File: src/rtl/bram_loader.sv
// Byte-stream to 16-bit RAM port-A loader: packs byte pairs high byte first and writes WORD_COUNT words from START_ADDR.
// Latency: one write cycle after the low byte is accepted (plus RD/CMP readback when BRAM_LOADER_VERIFY_EN is defined).
// Backpressure: in_ready is high only while waiting for a byte; a stalled stream parks the loader in HI/LO until reset.
module bram_loader #(
    parameter int ADDR_WIDTH = 10,
    parameter int START_ADDR = 0,
    parameter int WORD_COUNT = 1024
) (
    input  logic                  clk,
    input  logic                  rst,
    input  logic                  start,
    input  logic [7:0]            in_data,
    input  logic                  in_valid,
    output logic                  in_ready,
    output logic [ADDR_WIDTH-1:0] addr_a,
    output logic [15:0]           data_a,
    output logic                  we_a,
    input  logic [15:0]           q_a,
    output logic                  busy,
    output logic                  done,
    output logic                  err
);

    localparam int CW = ADDR_WIDTH + 1;
    localparam logic [ADDR_WIDTH-1:0] FIRST_ADDR = ADDR_WIDTH'(START_ADDR);
    localparam logic [CW-1:0]         LAST_IDX   = CW'(WORD_COUNT - 1);

    typedef enum logic [2:0] {
        S_IDLE,
        S_HI,
        S_LO,
        S_WRITE,
        S_DONE
`ifdef BRAM_LOADER_VERIFY_EN
        , S_RD,
        S_CMP
`endif
    } state_t;

    state_t          state, state_n;
    logic [7:0]      hi_byte;
    logic [CW-1:0]   count;
    logic            last;

    assign last = (count == LAST_IDX);

    always_comb begin
        state_n  = state;
        in_ready = 1'b0;
        we_a     = 1'b0;
        busy     = 1'b0;
        done     = 1'b0;
        case (state)
            S_IDLE: begin
                if (start) state_n = S_HI;
            end
            S_HI: begin
                in_ready = 1'b1;
                busy     = 1'b1;
                if (in_valid) state_n = S_LO;
            end
            S_LO: begin
                in_ready = 1'b1;
                busy     = 1'b1;
                if (in_valid) state_n = S_WRITE;
            end
            S_WRITE: begin
                we_a = 1'b1;
                busy = 1'b1;
`ifdef BRAM_LOADER_VERIFY_EN
                state_n = S_RD;
`else
                state_n = last ? S_DONE : S_HI;
`endif
            end
            S_DONE: begin
                done = 1'b1;
                if (start) state_n = S_HI;
            end
`ifdef BRAM_LOADER_VERIFY_EN
            S_RD: begin
                busy    = 1'b1;
                state_n = S_CMP;
            end
            S_CMP: begin
                busy    = 1'b1;
                state_n = last ? S_DONE : S_HI;
            end
`endif
            default: state_n = S_IDLE;
        endcase
    end

    always_ff @(posedge clk or negedge rst) begin
        if (!rst) begin
            state   <= S_IDLE;
            addr_a  <= FIRST_ADDR;
            data_a  <= 16'h0000;
            hi_byte <= 8'h00;
            count   <= '0;
        end else begin
            state <= state_n;
            case (state)
                S_IDLE, S_DONE: begin
                    if (start) begin
                        addr_a <= FIRST_ADDR;
                        count  <= '0;
                    end
                end
                S_HI: begin
                    if (in_valid) hi_byte <= in_data;
                end
                S_LO: begin
                    if (in_valid) data_a <= {hi_byte, in_data};
                end
`ifdef BRAM_LOADER_VERIFY_EN
                S_CMP: begin
                    if (!last) begin
                        addr_a <= addr_a + 1'b1;
                        count  <= count + 1'b1;
                    end
                end
`else
                S_WRITE: begin
                    // address wraps naturally at 2**ADDR_WIDTH
                    if (!last) begin
                        addr_a <= addr_a + 1'b1;
                        count  <= count + 1'b1;
                    end
                end
`endif
                default: ;
            endcase
        end
    end

`ifdef BRAM_LOADER_VERIFY_EN
    always_ff @(posedge clk or negedge rst) begin
        if (!rst) begin
            err <= 1'b0;
        end else if ((state == S_IDLE || state == S_DONE) && start) begin
            err <= 1'b0;
        end else if (state == S_CMP && q_a != data_a) begin
            err <= 1'b1;
        end
    end
`else
    logic unused_q;
    assign unused_q = ^q_a;
    assign err      = 1'b0;
`endif

endmodule

File: config.mk
export PLATFORM = sky130hd
export DESIGN_NAME = bram_loader
export DESIGN_NICKNAME = d
export VERILOG_FILES = /design/src/rtl/bram_loader.sv
export SDC_FILE = /design/constraint.sdc
export NUM_CORES = 1
export LEC_CHECK = 0
export ABC_AREA = 1
export BUFFER_PORTS_ARGS = -buffer_cell sky130_fd_sc_hd__buf_4
export CORE_MARGIN = 8
export CORE_UTILIZATION = 35
export CTS_CLUSTER_SIZE = 10
export DETAILED_ROUTE_END_ITERATION = 16
export GPL_TIMING_DRIVEN = 0
export SETUP_SLACK_MARGIN = 0.05
export SLEW_MARGIN = 10
export SYNTH_ARGS = -nofsm -noshare
export SYNTH_HDL_FRONTEND = slang
export SYNTH_SLANG_ARGS = --single-unit
File: constraint.sdc
create_clock -name clk -period 2.7 [get_ports clk]
set_clock_uncertainty 0.15 [all_clocks]
set_input_delay 0.675 -clock clk [delete_from_list [all_inputs] [get_ports clk]]
set_output_delay 0.675 -clock clk [all_outputs]
set_load 0.05 [all_outputs]
After elaboration in Yosys (flattened, before gate mapping)
Index checks and enable logic that the tools add are counted.

word-level totals
  bits in registers = 48
  word-level logic and storage cells = 40

operators by class
  $add $sub $neg = 2
  eq/ne operators = 9
  muxes and demuxes = 15
  reductions and logical operators = 9

operators by type and width
  kind                                             count
  2-to-1 mux 11 bit                                2
  one-hot mux 11 bit (2 select lines)              1
  2-to-1 mux 10 bit                                2
  one-hot mux 10 bit (2 select lines)              1
  2-to-1 mux 3 bit                                 4
  one-hot mux 3 bit (4 select lines)               1
  adder 11 x 1 -> 11 bit, second input constant    1
  == test 11 x 10 -> 1 bit, second input constant  1
  adder 10 x 1 -> 10 bit, second input constant    1
  == test 3 x 2 -> 1 bit, second input constant    2
  != test 2 bit, second input constant             3
  AND reduction 3 bit                              2
  2-to-1 mux 1 bit                                 4
  AND reduction 2 bit                              2
  OR reduction 2 bit                               2
  == test 3 x 1 -> 1 bit, second input constant    1
  == test 3 bit, second input constant             1
  logical NOT 3 bit                                1
  OR reduction 3 bit                               1
  != test 2 x 1 -> 1 bit, second input constant    1
  nonzero test 2 bit                               1

Depth between registers and ports, before layout
Gate-level depths: netlist of run 1.

  depth after elaboration = 4
  depth in mapped cells = 10
  gate-level depth less buffers = 9

Worst setup path before layout of run 1
No wires, ideal clock.

  path kind = flip-flop to output port
  start = register state[1]
  end = output done
  arrival = 1.291 ns
  data required time = 1.875 ns
  setup slack = 0.584 ns
  cell stages (with the launch flop) = 4
  buffers on the path = 0
  cells stage by stage = dfrtp_1 nor2_2 inv_1 nor2_1

on the way
  longest elaborated chain between the ends = 2

RTL lines
  item                      line  source
  start: declaration        40    state_t state, state_n;
  start signal: assignment  102   state <= state_n;
  == test 3 bit             53    case (state)
  2-to-1 mux 1 bit          53
  end: declaration          20    output logic done,

Every way passes these cells.

Worst setup path in the final report of run 1
  start = register state[2]
  end = output we_a

on the way
  longest elaborated chain between the ends = 2

RTL lines
  item                    line  source
  == test 3 x 2 -> 1 bit  53
  2-to-1 mux 1 bit        53
  end: declaration        17    output logic we_a,

Every way passes these cells.

==> summary.md, run 1 <==
| Metric | Value |
|---|---|
| Status | completed |
| Met1 wire length | 2.378 mm |
| Max_cap viols | 0 |
| Maximum vdd drop | 553.5 uV |
| Ports | 59 |
| Most common cell after layout, fill and taps aside | nand2_1 |
| Unrepaired setup endpoints after global routing | false |
| Fill cells | 724 |
| Post-Syn Nets | 327 |
| CTS buffer count | 5 |
| Share of layout cells above drive strength 1 | 20.52% |
| R2R depth | 8 |
| Hold_buf cts | 0 |
| Post-route ant nets | 0 |
| Highest clock rate | 420.6 MHz |
| Final WS setup | 0.3223 ns |
| 1st-pass router iterations | 4 |
| Ys Warns | 0 |
| Worst EP required | 1.88 ns |
| CP Cell Sequence | inv_1 > nand3_4 > inv_1 > buf_4 |
| Post-CTS Setup Bufs | 0 |
| Setup TNS | 0 ns |
| Highest net fanout along the worst path | 9 |
| Rows | 30 |
| Width of the die | 98.18 um |
| Initial antenna violation count | 0 |
| Sequential-to-total area share from yosys stat | 50.82% |
| Vias in the first global route | 1960 |
| Clk sinks | 48 |
| Design Area, Final | 0.002868 mm2 |
| Max Used Layer | met4 |
| Nets | 375 |
| Overflow after GRT | 0 |
| All-Layer GR Usage | 11.22% |
| Final setup fails | 0 |
| Post-DP HPWL | 3.809 mm |
| Arrival @ worst endpoint | 1.55 ns |
| DR WL met2 | 2.499 mm |
| Post-synth EDFFs | 0 |
| Clk slew on worst S/H paths | 0.09 ns |
| # port buffers | 41 |
| Setup slack, reg-to-reg | 0.88 ns |
| RD Place Congestion | 0.7992 |
| Hold Path Class | primary input to asynchronous set/reset pin |
| H-Tree Depth | 2 |
| CP Buf/Inv Count | 3 |
| Via density | 4.575 |
| Pleak | 1.519 nW |
| Die H | 98.18 um |
| Avg Inst Size Synth | 7.958 um2 |
| Netlist Area Pre-Place | 0.002364 mm2 |
| Crit path largest cell delay | 0.41 ns |
| Post-cts gate resize count | 0 |
| CORE AREA | 0.006681 mm2 |
| Area after DPL | 0.002771 mm2 |
| Most frequent CP cell | inv_1 |
| Routed wl met3 | 267 um |
| Slew margin rel. | 59.70% |
| Wire per inst | 12.12 um |
| Latest clock arrival within the worst-skew pair | 0.30 ns |
| Starting Density | 35.37% |
| Initial DRC count | 59 |
| FF-to-FF Start | count[0] |
| Pre-CTS WS | 0.6275 ns |
| Max Buffers Root-to-Sink | 2 |
| Clock Root Buffer | clkbuf_8 |
| Distinct cells, synth | 31 |
| Most used DFF post-synth | dfrtp_1 |
| Power Density | 1062 mW/mm2 |
| Slew @ Worst Pin | 0.6045 ns |
| Crit path time final | 2.378 ns |
| Full die area | 0.009638 mm2 |
| Final core utilization | 42.92% |
| Cell family with most CP delay | buffers and inverters |
| Nature of the critical path endpoint | output port |
| # diodes | 0 |
| Final Hold Viols | 0 |
| Vias | 1949 |
| Slew Limit Fails | 0 |
| Startpoint class of the critical path | flip-flop |
| Remaining DRCs | 0 |
| Final period util | 88.06% |
| Commonest non-fill, non-tap cells in the layout | nand2_1, dfrtp_1, buf_4 |
| Mapped Cells | 297 |
| Largest net degree at the start of global routing | 49 |
| Global-route wire length before repair | 8.990 mm |
| Routed wire length | 5.165 mm |
| Async set-reset flop share out of synthesis | 100.0% |
| Reg-to-reg endpoint | count[0] |
| Synth Register Bits | 48 |
| CTS tree | yes |
| CP Class | flip-flop to output port |
| Crit-path slowest cell | dfrtp_1 |
| Synthesis-to-layout area growth | 21.33% |
-- where the power goes --
part / internal [mW] / switching (mW) / leakage (nW)
Combinational: 0.434 / 1.06 / 0.836
Sequential: 0.935 / 0.155 / 0.631
Clock: 0.210 / 0.252 / 0.0516
Total: 1.58 / 1.47 / 1.52
-- kinds of logic (layout without fill, tap and decap cells) --
kind of cell    Yosys count  count (layout)  share of synthesized area (%)
simple gates            170             170                          31.76
xor+xnor                  3               3                          1.112
buf+inv                  42              91                          7.570
fa+ha+maj                 2               2                          1.059
compound gates           31              31                          7.518
other cells               1               1                         0.1587
flops                    48              48                          50.82
-- Yosys cell counts (2+ instances only) --
cell type / instances / share of area, %
nand2_1: 110 / 17
dfrtp_1: 48 / 51
inv_1: 32 / 5.1
nand3_1: 24 / 5.1
o21ai_0: 20 / 4.2
nor2_1: 19 / 3.0
nand4_1: 4 / 1.1
inv_2: 3 / 0.48
nor2_4: 3 / 1.4
o21ai_2: 3 / 1.1
buf_2: 2 / 0.42
buf_6: 2 / 0.95
ha_1: 2 / 1.1
nand3_4: 2 / 1.5
nor2_2: 2 / 0.53
nor3_1: 2 / 0.42
o21ai_1: 2 / 0.42
o21bai_1: 2 / 0.64
or2_2: 2 / 0.53
xor2_1: 2 / 0.74
-- layer usage --
| metal | track usage, % | up-vias |
|---|---|---|
| met5 | 0 | - |
| met4 | 2.834 | 0 |
| met3 | 3.343 | 3 |
| met2 | 19.60 | 35 |
| met1 | 13.07 | 893 |
| li1 | - | 1018 |
-- cell type report --
class / count / area, um2 / share of cell area (%)
Buffer: 7 / 47.55 / 1.658
Clock buffer: 6 / 82.58 / 2.880
Clock inverter: 2 / 13.76 / 0.4799
Inverter: 35 / 131.4 / 4.581
Multi-Input combinational cell: 207 / 983.4 / 34.29
Sequential cell: 48 / 1201 / 41.88
Tap cell: 80 / 100.1 / 3.490
Timing Repair Buffer: 41 / 307.8 / 10.73
-- per-stage QoR --
step / hold WS [ns] / power, mW / std cells
finish: 0.2315 / 3.045 / 426
global route: 0.2862 / 3.250 / 426
CTS: 0.2529 / 3.093 / 426
detailed placement: 0.3108 / 2.625 / 418
global placement: 0.3114 / 2.608 / 418
floorplan: 0.2294 / 2.148 / 297
-- worst reg2reg max path, cell delays in order, from the launching register on --
cell and delay [ns]:
dfrtp_1 0.42, ha_1 0.22, nand2_1 0.17, nor2_4 0.08, nand3_4 0.10, nor2_4 0.05
nor2_2 0.25, buf_6 0.21, a21oi_1 0.07
-- flip-flops by register name, summed over array words and instances (netlist names) --
| signal | cells |
|---|---|
| hi_byte | 8 |
| count | 11 |
| state | 3 |
| addr_a | 10 |
| data_a | 16 |
-- worst max-delay path by stage --
stage	cells past startpoint	from	end
final	4	state[2]	we_a
after detailed placement	4	state[2]	we_a
after floorplan	3	state[1]	done
after global routing	4	state[2]	we_a
after global placement	4	state[2]	we_a
after CTS	4	state[2]	we_a
(Power assumes the default switching activity.)
==> run 2: changes to the inputs <==
Settings changed: BUFFER_PORTS_ARGS -buffer_cell sky130_fd_sc_hd__buf_4 to -buffer_cell sky130_fd_sc_hd__buf_2.
Clock period 2.7 ns to 2.32 ns, I/O delays scaled along.
==> summary.md, run 2 (synthesis gave the netlist of run 1 again) <==
| Metric | Value |
|---|---|
| Rows | 30 (unchanged) |
| Max reg flops | 16 (unchanged) |
| Max_cap viols | 0 (unchanged) |
| Nature of the critical path endpoint | output port |
| Hold_buf cts | 0 (unchanged) |
| Crit-path slowest cell | dfrtp_1 |
| Clock network power share | 20.2% (+5.0 points) |
| Full die area | 0.009638 mm2 (unchanged) |
| Nets | 377 (+0.53%) |
| Cell internal pwr | 1.945 mW (+23%) |
| 1st-pass router iterations | 4 (unchanged) |
| Area after DPL | 0.002669 mm2 (-3.7%) |
| Fill cells | 702 (-3.0%) |
| # port buffers | 41 (unchanged) |
| Top flop regs | data_a (16), count (11), addr_a (10) |
| Arrival @ worst endpoint | 1.43 ns (-0.12 ns) |
| Vias in the first global route | 1954 (-0.31%) |
| Initial DRC count | 47 (-20%) |
| All-Layer GR Usage | 11.20% (-0.018 points) |
| Register share of total power | 34.4% (-1.4 points) |
| Post-route ant nets | 0 (unchanged) |
| CP Buf/Inv Count | 3 (unchanged) |
| Global-route wire length before repair | 9.059 mm (+0.77%) |
| Pleak | 1.521 nW (+0.12%) |
| Crit path largest cell delay | 0.40 ns (about the same) |
| CTS buffer count | 5 (unchanged) |
| Setup TNS | 0 ns (unchanged) |
| Most common cell after layout, fill and taps aside | nand2_1 |
| Width of the die | 98.18 um (unchanged) |
| Startpoint class of the critical path | flip-flop |
| Overflow after GRT | 0 (unchanged) |
| Hold Path Class | primary input to asynchronous set/reset pin |
| Power Density | 1293 mW/mm2 (+22%) |
| Pre-CTS WS | 0.3050 ns (-0.3225 ns) |
| # diodes | 0 (unchanged) |
| CP Cell Sequence | inv_1 > nand3_4 > clkinvlp_4 > buf_4 |
| Final period util | 93.02% |
| H-Tree Depth | 2 (unchanged) |
| CORE AREA | 0.006681 mm2 (unchanged) |
| Multi-input gate area | 983.4 um2 (unchanged) |
| CP Class | flip-flop to output port |
| Final setup fails | 0 (unchanged) |
| Ports | 59 (unchanged) |
| CTS tree | yes |
| Unrepaired setup endpoints after global routing | false |
| Maximum vdd drop | 696.1 uV (+26%) |
| Status | completed |
| Wire per inst | 11.89 um (-1.9%) |
| Clock Root Buffer | clkbuf_8 |
| Die H | 98.18 um (unchanged) |
| Slew margin rel. | 27.72% (-32 points) |
| Routed wire length | 5.090 mm (-1.5%) |
| Cells after DPL | 418 (unchanged) |
| Switching Fraction | 46.83% (-1.3 points) |
| Final WS setup | 0.1619 ns (-0.1604 ns) |
| Worst EP required | 1.59 ns (-0.29 ns) |
| Via density | 4.575 (about the same) |
| Share of layout cells above drive strength 1 | 21.26% (+0.74 points) |
| Vias | 1958 (+0.46%) |
| Clk sinks | 48 (unchanged) |
| Max Buffers Root-to-Sink | 2 (unchanged) |
| Starting Density | 35.37% (unchanged) |
| Design Area, Final | 0.002830 mm2 (-1.3%) |
| Remaining DRCs | 0 (unchanged) |
| Crit path time final | 2.158 ns |
| Synthesis-to-layout area growth | 19.75% |
| Pwr Total | 3.658 mW (+20%) |
| Slew @ Worst Pin | 1.084 ns (+0.4797 ns) |
| Slew Limit Fails | 0 (unchanged) |
| Highest clock rate | 463.4 MHz |
| Highest net fanout along the worst path | 9 (unchanged) |
| Latest clock arrival within the worst-skew pair | 0.30 ns (about the same) |
| Reg area | 0.001201 mm2 (unchanged) |
| Cell Count, Final, Fillers Out | 428 (+0.47%) |
| Commonest non-fill, non-tap cells in the layout | nand2_1, dfrtp_1, buf_2 |
| Initial antenna violation count | 0 (unchanged) |
| Post-DP HPWL | 3.754 mm (-1.4%) |
| P_sw | 1.713 mW (+17%) |
| Biggest register | data_a |
| Cell family with most CP delay | buffers and inverters |
| Final Hold Viols | 0 (unchanged) |
| Largest net degree at the start of global routing | 49 (unchanged) |
| Combinational power share | 45.5% (-3.5 points) |
| Clk slew on worst S/H paths | 0.09 ns (about the same) |
| RD Place Congestion | 0.8123 (+1.6%) |
==> run 2: cell count changes in the layout (fill, tap and decap cells not counted) <==
cell	previous run	this run
clkbuf_4	0	1
clkinvlp_4	0	1
buf_4	42	4
clkinv_2	1	0
buf_2	2	41
clkbuf_8	6	5
inv_1	32	31
bufinv_16	0	2
==> run 2: worst reg2reg max path, delay by kind of cell (launching register included) <==
family          cells  cell delay, ns
simple gates        5            0.63
flops               1            0.42
fa+ha+maj           1            0.22
buf+inv             1            0.21
compound gates      1            0.08
==> run 2: area by class of cell <==
type                            count  area share [%]
Inverter                           35           4.775
Sequential cell                    48           42.44
Buffer                              7           1.680
Timing Repair Buffer               43           7.958
Tap cell                           80           3.537
Multi-Input combinational cell    207           34.75
Clock buffer                        5           2.431
Clock inverter                      3           2.431
==> run 2: power by group through the flow <==
stage                     logic, mW  clock network (mW)  registers, mW
after floorplan               0.731                   0           1.77
after global placement         1.65                   0           1.27
after detailed placement       1.66                   0           1.27
after CTS                      1.67               0.761           1.26
after global routing           1.83               0.785           1.29
final                          1.66               0.738           1.26
==> run 2: what timing repair did <==
action / CTS / global route
setup endpoints to repair: 1 / 2
setup buffers: 0 / 2
resized for setup: 2 / 1
==> run 2: worst paths after layout <==
path / cells past startpoint / endpoint / slack, ns / startpoint
max in group asynchronous: 1 / data_a[2] / 1.04 / rst
min: 1 / count[8] / 0.33 / rst
min reg2reg: 2 / data_a[15] / 0.33 / data_a[15]
max reg2reg: 8 / count[0] / 0.51 / count[0]
max: 4 / we_a / 0.16 / state[2]
min in group clk: 2 / data_a[15] / 0.33 / data_a[15]
==> run 2: metrics by stage <==
stage,hold slack (ns),utilization [%]
floorplan,0.1344,-
global placement,0.3046,39.94
detailed placement,0.3051,39.94
CTS,0.3295,42.10
global route,0.3502,42.36
finish,0.3257,42.36
==> run 2: layer usage <==
metal / GRT usage (%) / wire [um] / vias to the layer above
met3: 3.129 / 228 / 4
met2: 18.91 / 2425 / 35
met4: 1.771 / 30 / 0
met5: 0 / 0 / -
li1: - / - / 1029
met1: 14.10 / 2405 / 890
